**config.mk**
```make
export PLATFORM = sky130hd
export DESIGN_NAME = pwm_capture
export DESIGN_NICKNAME = d
export VERILOG_FILES = /design/src/rtl/pwm_capture.sv
export SDC_FILE = /design/constraint.sdc
export NUM_CORES = 1
export LEC_CHECK = 0
export ABC_AREA = 1
export CAP_MARGIN = 20
export CORE_UTILIZATION = 32
export CTS_CLUSTER_DIAMETER = 50
export DETAILED_ROUTE_END_ITERATION = 8
export SLEW_MARGIN = 20
export SYNTH_ARGS = -nofsm -noshare
export SYNTH_HDL_FRONTEND = slang
export SYNTH_SLANG_ARGS = --single-unit
```
**constraint.sdc**
```tcl
create_clock -name clk -period 1.56 [get_ports clk]
set_input_delay 0.39 -clock clk [delete_from_list [all_inputs] [get_ports clk]]
set_output_delay 0.39 -clock clk [all_outputs]
set_load 0.02 [all_outputs]
```
**src/rtl/pwm_capture.sv**
```systemverilog
// pwm_capture: measures period and high time of an asynchronous PWM input and flags loss of signal.
// Optional glitch filter on the synchronized input is enabled by defining PWM_CAP_FILTER_EN.
module pwm_capture #(
  parameter int CLK_FREQ     = 100000000,
  parameter int MIN_PWM_FREQ = 1000,
  parameter int MAX_CNT      = CLK_FREQ / MIN_PWM_FREQ,
  parameter int WL           = $clog2(MAX_CNT + 1),
  parameter int FILTER_LEN   = 4
) (
  input  logic          clk,
  input  logic          reset,
  input  logic          i_pwm,
  output logic [WL-1:0] o_period,
  output logic [WL-1:0] o_high_time,
  output logic          o_valid,
  output logic          o_timeout,
  output logic          o_stuck_high
);

  typedef enum logic [1:0] {
    ST_SYNC = 2'd0,
    ST_ARM  = 2'd1,
    ST_HIGH = 2'd2,
    ST_LOW  = 2'd3
  } state_t;

  // Sync/filter flops reset to 0, so they do not reflect the pin until this many cycles
  // have passed; leaving SYNC earlier could mistake a pin that was high through reset for a rise.
  localparam int WARM = 3 + FILTER_LEN;
  localparam int WW   = $clog2(WARM + 1);
  localparam logic [WL-1:0] CNT_MAX = WL'(MAX_CNT);
  localparam logic [WL-1:0] CNT_ONE = WL'(1);

  logic          sync1_r;
  logic          sync2_r;
  logic          sig_s;
  logic          sig_prev_r;
  logic          rise_s;
  logic          fall_s;
  logic          timeout_s;
  logic          warm_done_s;
  logic [WW-1:0] warm_r;
  state_t        state_r;
  logic [WL-1:0] period_cnt_r;
  logic [WL-1:0] high_cnt_r;
  logic [WL-1:0] high_lat_r;

  // two-flop synchronizer for the asynchronous pin
  always_ff @(posedge clk) begin
    if (reset) begin
      sync1_r <= 1'b0;
      sync2_r <= 1'b0;
    end else begin
      sync1_r <= i_pwm;
      sync2_r <= sync1_r;
    end
  end

`ifdef PWM_CAP_FILTER_EN
  localparam int FW = $clog2(FILTER_LEN + 1);
  logic [FW-1:0] flt_cnt_r;
  logic          flt_r;

  // filtered level follows the synchronized input only after FILTER_LEN agreeing samples
  always_ff @(posedge clk) begin
    if (reset) begin
      flt_cnt_r <= {FW{1'b0}};
      flt_r     <= 1'b0;
    end else if (sync2_r == flt_r) begin
      flt_cnt_r <= {FW{1'b0}};
    end else if (flt_cnt_r == FW'(FILTER_LEN - 1)) begin
      flt_cnt_r <= {FW{1'b0}};
      flt_r     <= sync2_r;
    end else begin
      flt_cnt_r <= flt_cnt_r + FW'(1);
    end
  end

  assign sig_s = flt_r;
`else
  assign sig_s = sync2_r;
`endif

  assign rise_s      = sig_s & ~sig_prev_r;
  assign fall_s      = ~sig_s & sig_prev_r;
  assign timeout_s   = (period_cnt_r == CNT_MAX) & ~rise_s;
  assign warm_done_s = (warm_r == WW'(WARM));

  // edge history and post-reset settle counter
  always_ff @(posedge clk) begin
    if (reset) begin
      sig_prev_r <= 1'b0;
      warm_r     <= {WW{1'b0}};
    end else begin
      sig_prev_r <= sig_s;
      if (!warm_done_s) begin
        warm_r <= warm_r + WW'(1);
      end else begin
        warm_r <= warm_r;
      end
    end
  end

  // measurement FSM with registered outputs
  always_ff @(posedge clk) begin
    if (reset) begin
      state_r      <= ST_SYNC;
      period_cnt_r <= {WL{1'b0}};
      high_cnt_r   <= {WL{1'b0}};
      high_lat_r   <= {WL{1'b0}};
      o_period     <= {WL{1'b0}};
      o_high_time  <= {WL{1'b0}};
      o_valid      <= 1'b0;
      o_timeout    <= 1'b0;
      o_stuck_high <= 1'b0;
    end else begin
      o_valid <= 1'b0;
      case (state_r)
        ST_SYNC: begin
          if (warm_done_s && !sig_s) begin
            state_r <= ST_ARM;
          end
        end
        ST_ARM: begin
          if (rise_s) begin
            period_cnt_r <= CNT_ONE;
            high_cnt_r   <= CNT_ONE;
            state_r      <= ST_HIGH;
          end
        end
        ST_HIGH: begin
          if (timeout_s) begin
            o_timeout    <= 1'b1;
            o_stuck_high <= sig_s;
            state_r      <= ST_SYNC;
          end else if (fall_s) begin
            high_lat_r   <= high_cnt_r;
            period_cnt_r <= period_cnt_r + CNT_ONE;
            state_r      <= ST_LOW;
          end else begin
            period_cnt_r <= period_cnt_r + CNT_ONE;
            high_cnt_r   <= high_cnt_r + CNT_ONE;
          end
        end
        ST_LOW: begin
          // a rise on the MAX_CNT cycle still closes the period
          if (rise_s) begin
            o_period     <= period_cnt_r;
            o_high_time  <= high_lat_r;
            o_valid      <= 1'b1;
            o_timeout    <= 1'b0;
            period_cnt_r <= CNT_ONE;
            high_cnt_r   <= CNT_ONE;
            state_r      <= ST_HIGH;
          end else if (timeout_s) begin
            o_timeout    <= 1'b1;
            o_stuck_high <= sig_s;
            state_r      <= ST_SYNC;
          end else begin
            period_cnt_r <= period_cnt_r + CNT_ONE;
          end
        end
        default: begin
          state_r <= ST_SYNC;
        end
      endcase
    end
  end

endmodule

```
==> impl_summary.log, run 1 <==
INFO  metric antenna_found_initial = 0
INFO  metric syn2layout_area_growth = 36.88%
INFO  metric clock_latency = 0.35 ns
INFO  metric totalNegativeSetupSlack = -0.7192 ns
INFO  metric drcViolationCount = 0
INFO  metric initial_utilization = 0.3336
INFO  metric ant_nets = 0
INFO  metric vias_in_the_first_global_route = 3655
INFO  metric hold_path.class = flop to flop
INFO  metric max_slew.worst_pin.slew = ~0.52 ns
INFO  metric ys_seq_area_frac = 0.4493
INFO  metric synthesis.nets = 609
INFO  metric detailedPlacementHpwl = 7329 um
INFO  metric worst_setup_path_end_kind = flop
INFO  metric worst-endpoint-arrival = between 1.5 and 2 ns
INFO  metric ys_top_cells_by_count = 97 x sky130_fd_sc_hd__nand2_1, 96 x sky130_fd_sc_hd__dfxtp_1, 75 x sky130_fd_sc_hd__inv_1, 75 x sky130_fd_sc_hd__nor2_1, 67 x sky130_fd_sc_hd__a21oi_1
INFO  metric core.rowCount = 41
INFO  metric total_power = 4.895 mW
INFO  metric placeable_core_region = 12820 um2
INFO  metric synthDominantCellAreaShare = 0.4493
INFO  metric cts_tree = built
INFO  metric synthesis.instances = 601
INFO  metric peakVddDrop = 0.5186 mV
INFO  metric leakagePower = 2.428 nW
INFO  metric first_pass_iters = 6
INFO  metric final-instance-count-excl-fill = 860
INFO  metric routed-wl-met3 = ~460 um
INFO  metric detail_route.wl_per_cell = 13.65 um
INFO  metric clk_pin_slew = 0.07 ns
INFO  metric ys_warn_count = 0
INFO  metric synth_seq_cells = 96
INFO  metric grt_overflow = 0
INFO  metric ctsLongestPathBuffers = 2
INFO  metric drt-met1-wl = approximately 5700 um
INFO  metric finalHoldViolations = 0
INFO  metric routed_wl = 11740 um
INFO  metric grt_first_pass_wirelength = roughly 18000 um
INFO  metric post_synth.cell_area_avg = 7.118 um2
INFO  metric chipWidth = 117.6 um
INFO  metric synth_ff_type = sky130_fd_sc_hd__dfxtp_1
INFO  metric synth-edff-count = 0
INFO  metric cp_max_fo = 3
INFO  metric detailedRoute.firstIterationViolations = 261
INFO  metric gp_congestion = 0.8515
INFO  metric final_ws_setup = -0.1343 ns
INFO  metric layout.nets = 691
INFO  metric layout.area.seq = 1926 um2
INFO  metric max_slew_margin_vs_limit = 0.6535
INFO  metric synth_cell_types = 32
INFO  metric ios = 40
INFO  metric fin_skew = 0.009149 ns
INFO  metric grt_setup_unrepaired = yes
INFO  metric route.top_layer_used = met4
INFO  metric synth.top_cells.by_area = sky130_fd_sc_hd__dfxtp_1 45%, sky130_fd_sc_hd__nand2_1 8.5%, sky130_fd_sc_hd__a21oi_1 7.8%
INFO  metric setup-violations-final = 22
INFO  metric critical_path_startpoint_category = flop
INFO  metric layout-drive-gt1-share = 0.2253
INFO  metric final_period_minus_worst_setup_slack = approximately 1.7 ns
INFO  metric htree_num_levels = 3
INFO  metric area_enclosed_by_the_die_boundary = 13830 um2
INFO  metric detailroute.wirelength.met2 = between 5000 and 6000 um
INFO  metric viasPerCell = 4.849
INFO  metric grt_util_all_layers = 0.1559
INFO  metric post-place-cells = about 840
INFO  metric cts-root-buf = sky130_fd_sc_hd__clkbuf_16
INFO  metric cp_data_required_time = 1.80 ns
INFO  metric timing.final.max_slew_violations = 0
INFO  metric filler_cell_count = 1280
INFO  metric outcome = finished with violations
INFO  metric synth_most_common_cell = sky130_fd_sc_hd__nand2_1
INFO  metric cts_inserted_buffers = 9
INFO  metric post_synth_instance_area = 4278 um2
INFO  metric grt_max_degree = 68
INFO  metric achievable-frequency = 590.2 MHz
INFO  metric num_vias = 4170
INFO  metric antenna-diode-count = 0
INFO  metric failed_checks = setup timing
INFO  metric die_height = between 100 and 150 um
INFO  metric cellPowerDensity = 836.0 nW/um2
INFO  metric timing_worst_setup_path_type = flop to flop
INFO  metric synth_top_area_cell = sky130_fd_sc_hd__dfxtp_1
INFO  metric clock-sinks = 96
INFO  metric multi_input_comb_area = 2156 um2
INFO  metric layout_worst_path_cycle_share = 1.086
INFO  metric portBuffers = 39
INFO  metric async_reset_ff_frac = 0
INFO  metric max-cap-violations = 0
layer usage:
layer / up-vias / GRT usage
met4: 0 / 0.05609
met5: - / 0
met2: 82 / 0.2518
met1: 1967 / 0.2068
li1: 2111 / -
met3: 10 / 0.02859
final cells by class:
type	instances	area share
multi-input combinational	394	0.3682
sequential	96	0.3288
timing repair buffer	98	0.1577
inverter	84	0.05427
clock buffer	12	0.04551
tap	172	0.03675
clock inverter	4	0.008761
registers in the layout, summed over array words and instances (netlist names):
signal / cells
o_timeout: 1
o_stuck_high: 1
o_high_time: 17
warm_r: 3
sig_s: 1
o_valid: 1
high_cnt_r: 17
state_r: 2
o_period: 17
high_lat_r: 17
sig_prev_r: 1
period_cnt_r: 17
sync1_r: 1
per-stage QoR:
stage	area (um2)	hold slack [ns]	setup WS, ns	utilization
after floorplan	4278	0.3883	0.03799	-
after global placement	5141	0.3966	-0.1695	0.4009
after detailed placement	5141	0.3976	-0.2462	0.4009
after CTS	5492	0.4063	-0.06079	0.4282
after global routing	5856	0.4492	-0.1878	0.4566
final	5856	0.4032	-0.1343	0.4566
final timing paths:
kind                                      start              end  slack (ns)  depth (start not counted)
worst max-delay path            period_cnt_r[1]  period_cnt_r[2]       -0.13                         15
worst min-delay path                    sync1_r            sig_s        0.40                          2
worst max register to register  period_cnt_r[1]  period_cnt_r[2]       -0.13                         15
worst min register to register          sync1_r            sig_s        0.40                          2
critical path: stages, from the launching register on:
cell and delay (ns):
sky130_fd_sc_hd__dfxtp_2 0.33, sky130_fd_sc_hd__inv_2 0.07, sky130_fd_sc_hd__ha_4 0.13, sky130_fd_sc_hd__nand2_2 0.05, sky130_fd_sc_hd__inv_2 0.05, sky130_fd_sc_hd__nand2_2 0.05
sky130_fd_sc_hd__buf_6 0.12, sky130_fd_sc_hd__nor2_4 0.13, sky130_fd_sc_hd__nand3_4 0.12, sky130_fd_sc_hd__buf_6 0.16, sky130_fd_sc_hd__nand2_4 0.06, sky130_fd_sc_hd__inv_2 0.04
sky130_fd_sc_hd__nand2_2 0.05, sky130_fd_sc_hd__nand2_1 0.06, sky130_fd_sc_hd__nand2_1 0.09, sky130_fd_sc_hd__nor2_1 0.05
logic make-up (layout without fill, tap and decap cells):
family,Yosys count,count (layout),share of synthesized area
AOI/OAI and AO/OA,136,136,0.1638
xor gates and xnor gates,6,6,0.01228
adders and majority gates,5,5,0.01462
buffers and inverters,111,198,0.1070
DFF,96,96,0.4493
and+or+nand+nor,247,247,0.2530
timing repair:
action                                  in CTS  in global routing
pin swaps                                    4                 18
cloned                                       2                  5
endpoints found under the setup margin      66                 81
hold buffers                                 0                  0
setup buffers                                0                  2
gates resized for setup                     57                 78
report_power, final:
group	total (mW)	switching [mW]	leakage [nW]	internal, mW
Clock	2.32	0.949	0.155	1.37
Sequential	2.47	0.00686	0.775	2.46
Combinational	0.105	0.0727	1.50	0.0321
Total	4.90	1.03	2.43	3.87
cell usage in the layout, fill, tap and decap left out, drive strengths merged, types with 2 or more instances in the layout:
| master | n |
|---|---|
| clkdlybuf4s50 | 2 |
| nand4 | 10 |
| nor3 | 11 |
| dfxtp | 96 |
| nand2 | 100 |
| buf | 55 |
| nor2 | 80 |
| clkinv | 2 |
| clkbuf | 16 |
| ha | 5 |
| dlygate4sd2 | 37 |
| o21ai | 65 |
| inv | 84 |
| nor3b | 2 |
| nand3 | 41 |
| xor2 | 5 |
| a21oi | 67 |
Power figures use the tool's default switching activity.
==> inputs of run 2 (changes only) <==
- CELL_PAD_IN_SITES_DETAIL_PLACEMENT: unset -> 1
- CELL_PAD_IN_SITES_GLOBAL_PLACEMENT: unset -> 1
- PLACE_DENSITY_LB_ADDON: unset -> 0.1
- clock period: 1.56 -> 1.9 ns (I/O delays scaled with it)
==> run 2 against run 1 <==
Compared with the run above:
- clock skew decreased by 0.0016 ns
- power decreased by 19%
- global-route usage increased by 1.8 points
- cell area decreased by 9.9%
- largest cell class is now flip-flops and latches
- the flow now finishes without violations
- critical path type is now flop to primary output
- combinational power decreased by 20%
- first-iteration DRC count decreased by 38%
- largest power group unchanged
- clock power decreased by 20%
- critical endpoint is now o_period[16]
==> impl_summary.log, run 2 (synthesis results as in run 1) <==
INFO  metric layout-drive-gt1-share = 0.09480 (-0.1305)
INFO  metric final_cell_area = 5275 um2 (-9.9%)
INFO  metric achievable-frequency = 554.4 MHz
INFO  metric final_ws_setup = 0.09619 ns (+0.2305 ns)
INFO  metric final_cell_mix = 97 x sky130_fd_sc_hd__nand2_1, 96 x sky130_fd_sc_hd__dfxtp_1, 75 x sky130_fd_sc_hd__inv_1, 75 x sky130_fd_sc_hd__nor2_1, 67 x sky130_fd_sc_hd__a21oi_1
INFO  metric detail_route.wl_per_cell = 13.74 um (+0.71%)
INFO  metric placed_area = 4974 um2 (-3.3%)
INFO  metric cts_setup_buffers = 0 (unchanged)
INFO  metric power.internal = 3.084 mW (-20%)
INFO  metric antenna_found_initial = 0 (unchanged)
INFO  metric outcome = completed
INFO  metric gp_congestion = 0.7695 (-9.6%)
INFO  metric ios = 40 (unchanged)
INFO  metric cp_cell_sequence = clkdlybuf4s50_1
INFO  metric syn2layout_area_growth = 23.31%
INFO  metric drcViolationCount = 0 (unchanged)
INFO  metric setup-violations-final = 0 (-100%)
INFO  metric filler_cell_count = 1623 (+27%)
INFO  metric timing_worst_setup_path_type = flop to primary output
INFO  metric chipWidth = 117.6 um (unchanged)
INFO  metric max_slew.worst_pin.slew = 0.3457 ns (-0.1740 ns)
INFO  metric die_height = 117.6 um (unchanged)
INFO  metric clk_pin_slew = 0.07 ns (about the same)
INFO  metric num_vias = 3881 (-6.9%)
INFO  metric finalHoldViolations = 0 (unchanged)
INFO  metric power_switching_share = 0.2234 (+0.01332)
INFO  metric critical_path_buf_inv_count = 1 (-4)
INFO  metric worst-endpoint-arrival = 1.33 ns (-0.60 ns)
INFO  metric switching_power = 887.0 uW (-14%)
INFO  metric final-instance-count-excl-fill = 826 (-4.0%)
INFO  metric power.clock.fraction = 0.469 (-0.006)
INFO  metric critical_path_startpoint_category = flop
INFO  metric cts_tree = built
INFO  metric layout.nets = 658 (-4.8%)
INFO  metric peakVddDrop = 0.3680 mV (-29%)
INFO  metric layout_worst_path_cycle_share = 0.9494
INFO  metric total_power = 3.971 mW (-19%)
INFO  metric cp_data_required_time = 1.42 ns (-0.38 ns)
INFO  metric cellPowerDensity = 752.8 nW/um2 (-10%)
INFO  metric max_slew_margin_vs_limit = 0.7687 (+0.1152)
INFO  metric area_enclosed_by_the_die_boundary = 13830 um2 (unchanged)
INFO  metric core.rowCount = 41 (unchanged)
INFO  metric fraction_of_power_consumed_by_combinational_cells = 0.021 (about the same)
INFO  metric cts-root-buf = sky130_fd_sc_hd__clkbuf_16
INFO  metric grt_first_pass_wirelength = 19100 um (+9.1%)
INFO  metric vias_in_the_first_global_route = 3856 (+5.5%)
INFO  metric final_common_cell = sky130_fd_sc_hd__nand2_1
INFO  metric timing.critical_path.max_delay_family = buffers and inverters
INFO  metric ctsLongestPathBuffers = 2 (unchanged)
INFO  metric fin_skew = 0.007537 ns (-0.001611 ns)
INFO  metric first_pass_iters = 4 (-2)
INFO  metric clock_latency = 0.35 ns (about the same)
INFO  metric final_period_minus_worst_setup_slack = 1.804 ns
INFO  metric worst_setup_path_end_kind = primary output
INFO  metric detailedPlace.worstSlack = 0.1547 ns (+0.4009 ns)
INFO  metric leakagePower = 2.023 nW (-17%)
INFO  metric initial_utilization = 0.3336 (unchanged)
INFO  metric grt_overflow = 0 (unchanged)
INFO  metric cp_max_fo = 2 (-1)
INFO  metric detailedRoute.firstIterationViolations = 162 (-38%)
INFO  metric hold_path.class = flop to flop
INFO  metric routed_wl = 11350 um (-3.3%)
INFO  metric clock-sinks = 96 (unchanged)
INFO  metric viasPerCell = 4.699 (-3.1%)
INFO  metric slowest_stage = sky130_fd_sc_hd__clkdlybuf4s50_1
INFO  metric grt_max_degree = 54 (-21%)
INFO  metric seq_power_share = 0.510 (+0.006)
INFO  metric totalNegativeSetupSlack = 0 ns (+0.7192 ns)
INFO  metric detailedPlacementHpwl = 8308 um (+13%)
INFO  metric max_stage_delay = 0.62 ns (+0.29 ns)
INFO  metric max-cap-violations = 0 (unchanged)
INFO  metric portBuffers = 39 (unchanged)
INFO  metric grt_setup_unrepaired = no
INFO  metric grt_util_all_layers = 0.1743 (+0.01834)
INFO  metric cts_inserted_buffers = 9 (unchanged)
INFO  metric ant_nets = 0 (unchanged)
INFO  metric antenna-diode-count = 0 (unchanged)
INFO  metric postCtsHoldBufs = 0 (unchanged)
INFO  metric placeable_core_region = 12820 um2 (unchanged)
INFO  metric resized_cells_post_cts = 0 (-100%)
INFO  metric post-place-cells = 811 (-2.9%)
INFO  metric timing.final.max_slew_violations = 0 (unchanged)
INFO  metric htree_num_levels = 3 (unchanged)
-- run 2: cell count changes in the layout (fill, tap and decap cells not counted), moves of 12 or more --
cell,previous run,this run
sky130_fd_sc_hd__clkdlybuf4s50_1,2,39
sky130_fd_sc_hd__dlygate4sd2_1,37,0
sky130_fd_sc_hd__buf_4,42,23
sky130_fd_sc_hd__o21ai_0,47,63
sky130_fd_sc_hd__nand3_1,27,40
sky130_fd_sc_hd__o21ai_1,14,1
sky130_fd_sc_hd__a21oi_1,55,67
sky130_fd_sc_hd__a21oi_2,12,0
-- run 2: path summary, 6_finish.rpt --
check	from	to	slack, ns	cells past startpoint
max	o_period[16]	o_period[16]	0.1	1
min	sync1_r	sig_s	0.41	2
max reg2reg	period_cnt_r[0]	high_lat_r[4]	0.16	11
min reg2reg	sync1_r	sig_s	0.41	2
-- run 2: layout make-up --
class                      count  area, um2  area share
clock buffer                   9      225.2     0.04269
clock inverter                 6      76.32     0.01447
inverter                      84      315.3     0.05977
multi-input combinational    394       1898      0.3598
sequential                    96       1922      0.3643
tap                          172      215.2     0.04080
timing repair buffer          65      623.1      0.1181
-- run 2: per-layer routing --
metal  part of all wire  vias up  routed length [um]  global-route usage
li1                   -     2029                   -                   -
met1               0.53     1795                5992              0.2361
met2               0.43       45                4899              0.2721
met3              0.022       12                 254             0.02616
met4              0.018        0                 206             0.07933
met5                  0        -                   0                   0
-- run 2: stage by stage --
| step | hold slack, ns | utilization |
|---|---|---|
| CTS | 0.4151 | 0.4113 |
| finish | 0.4107 | 0.4113 |
| global route | 0.4678 | 0.4113 |
| floorplan | 0.3883 | - |
| global placement | 0.4061 | 0.3878 |
| detailed placement | 0.4031 | 0.3878 |
-- run 2: power by group through the flow --
stage                     clock network (mW)  registers, mW  logic, mW
after floorplan                            0           2.07     0.0530
after detailed placement                   0           2.07     0.0854
after CTS                               1.93           2.02     0.0858
after global routing                    2.02           2.03     0.0942
final                                   1.86           2.03     0.0836
after global placement                     0           2.07     0.0829
==> inputs of run 3 (changes only) <==
- TNS_END_PERCENT: unset -> 10
==> results of run 3 <==
The final DEF is identical to that of run 2; final timing and power are the same.
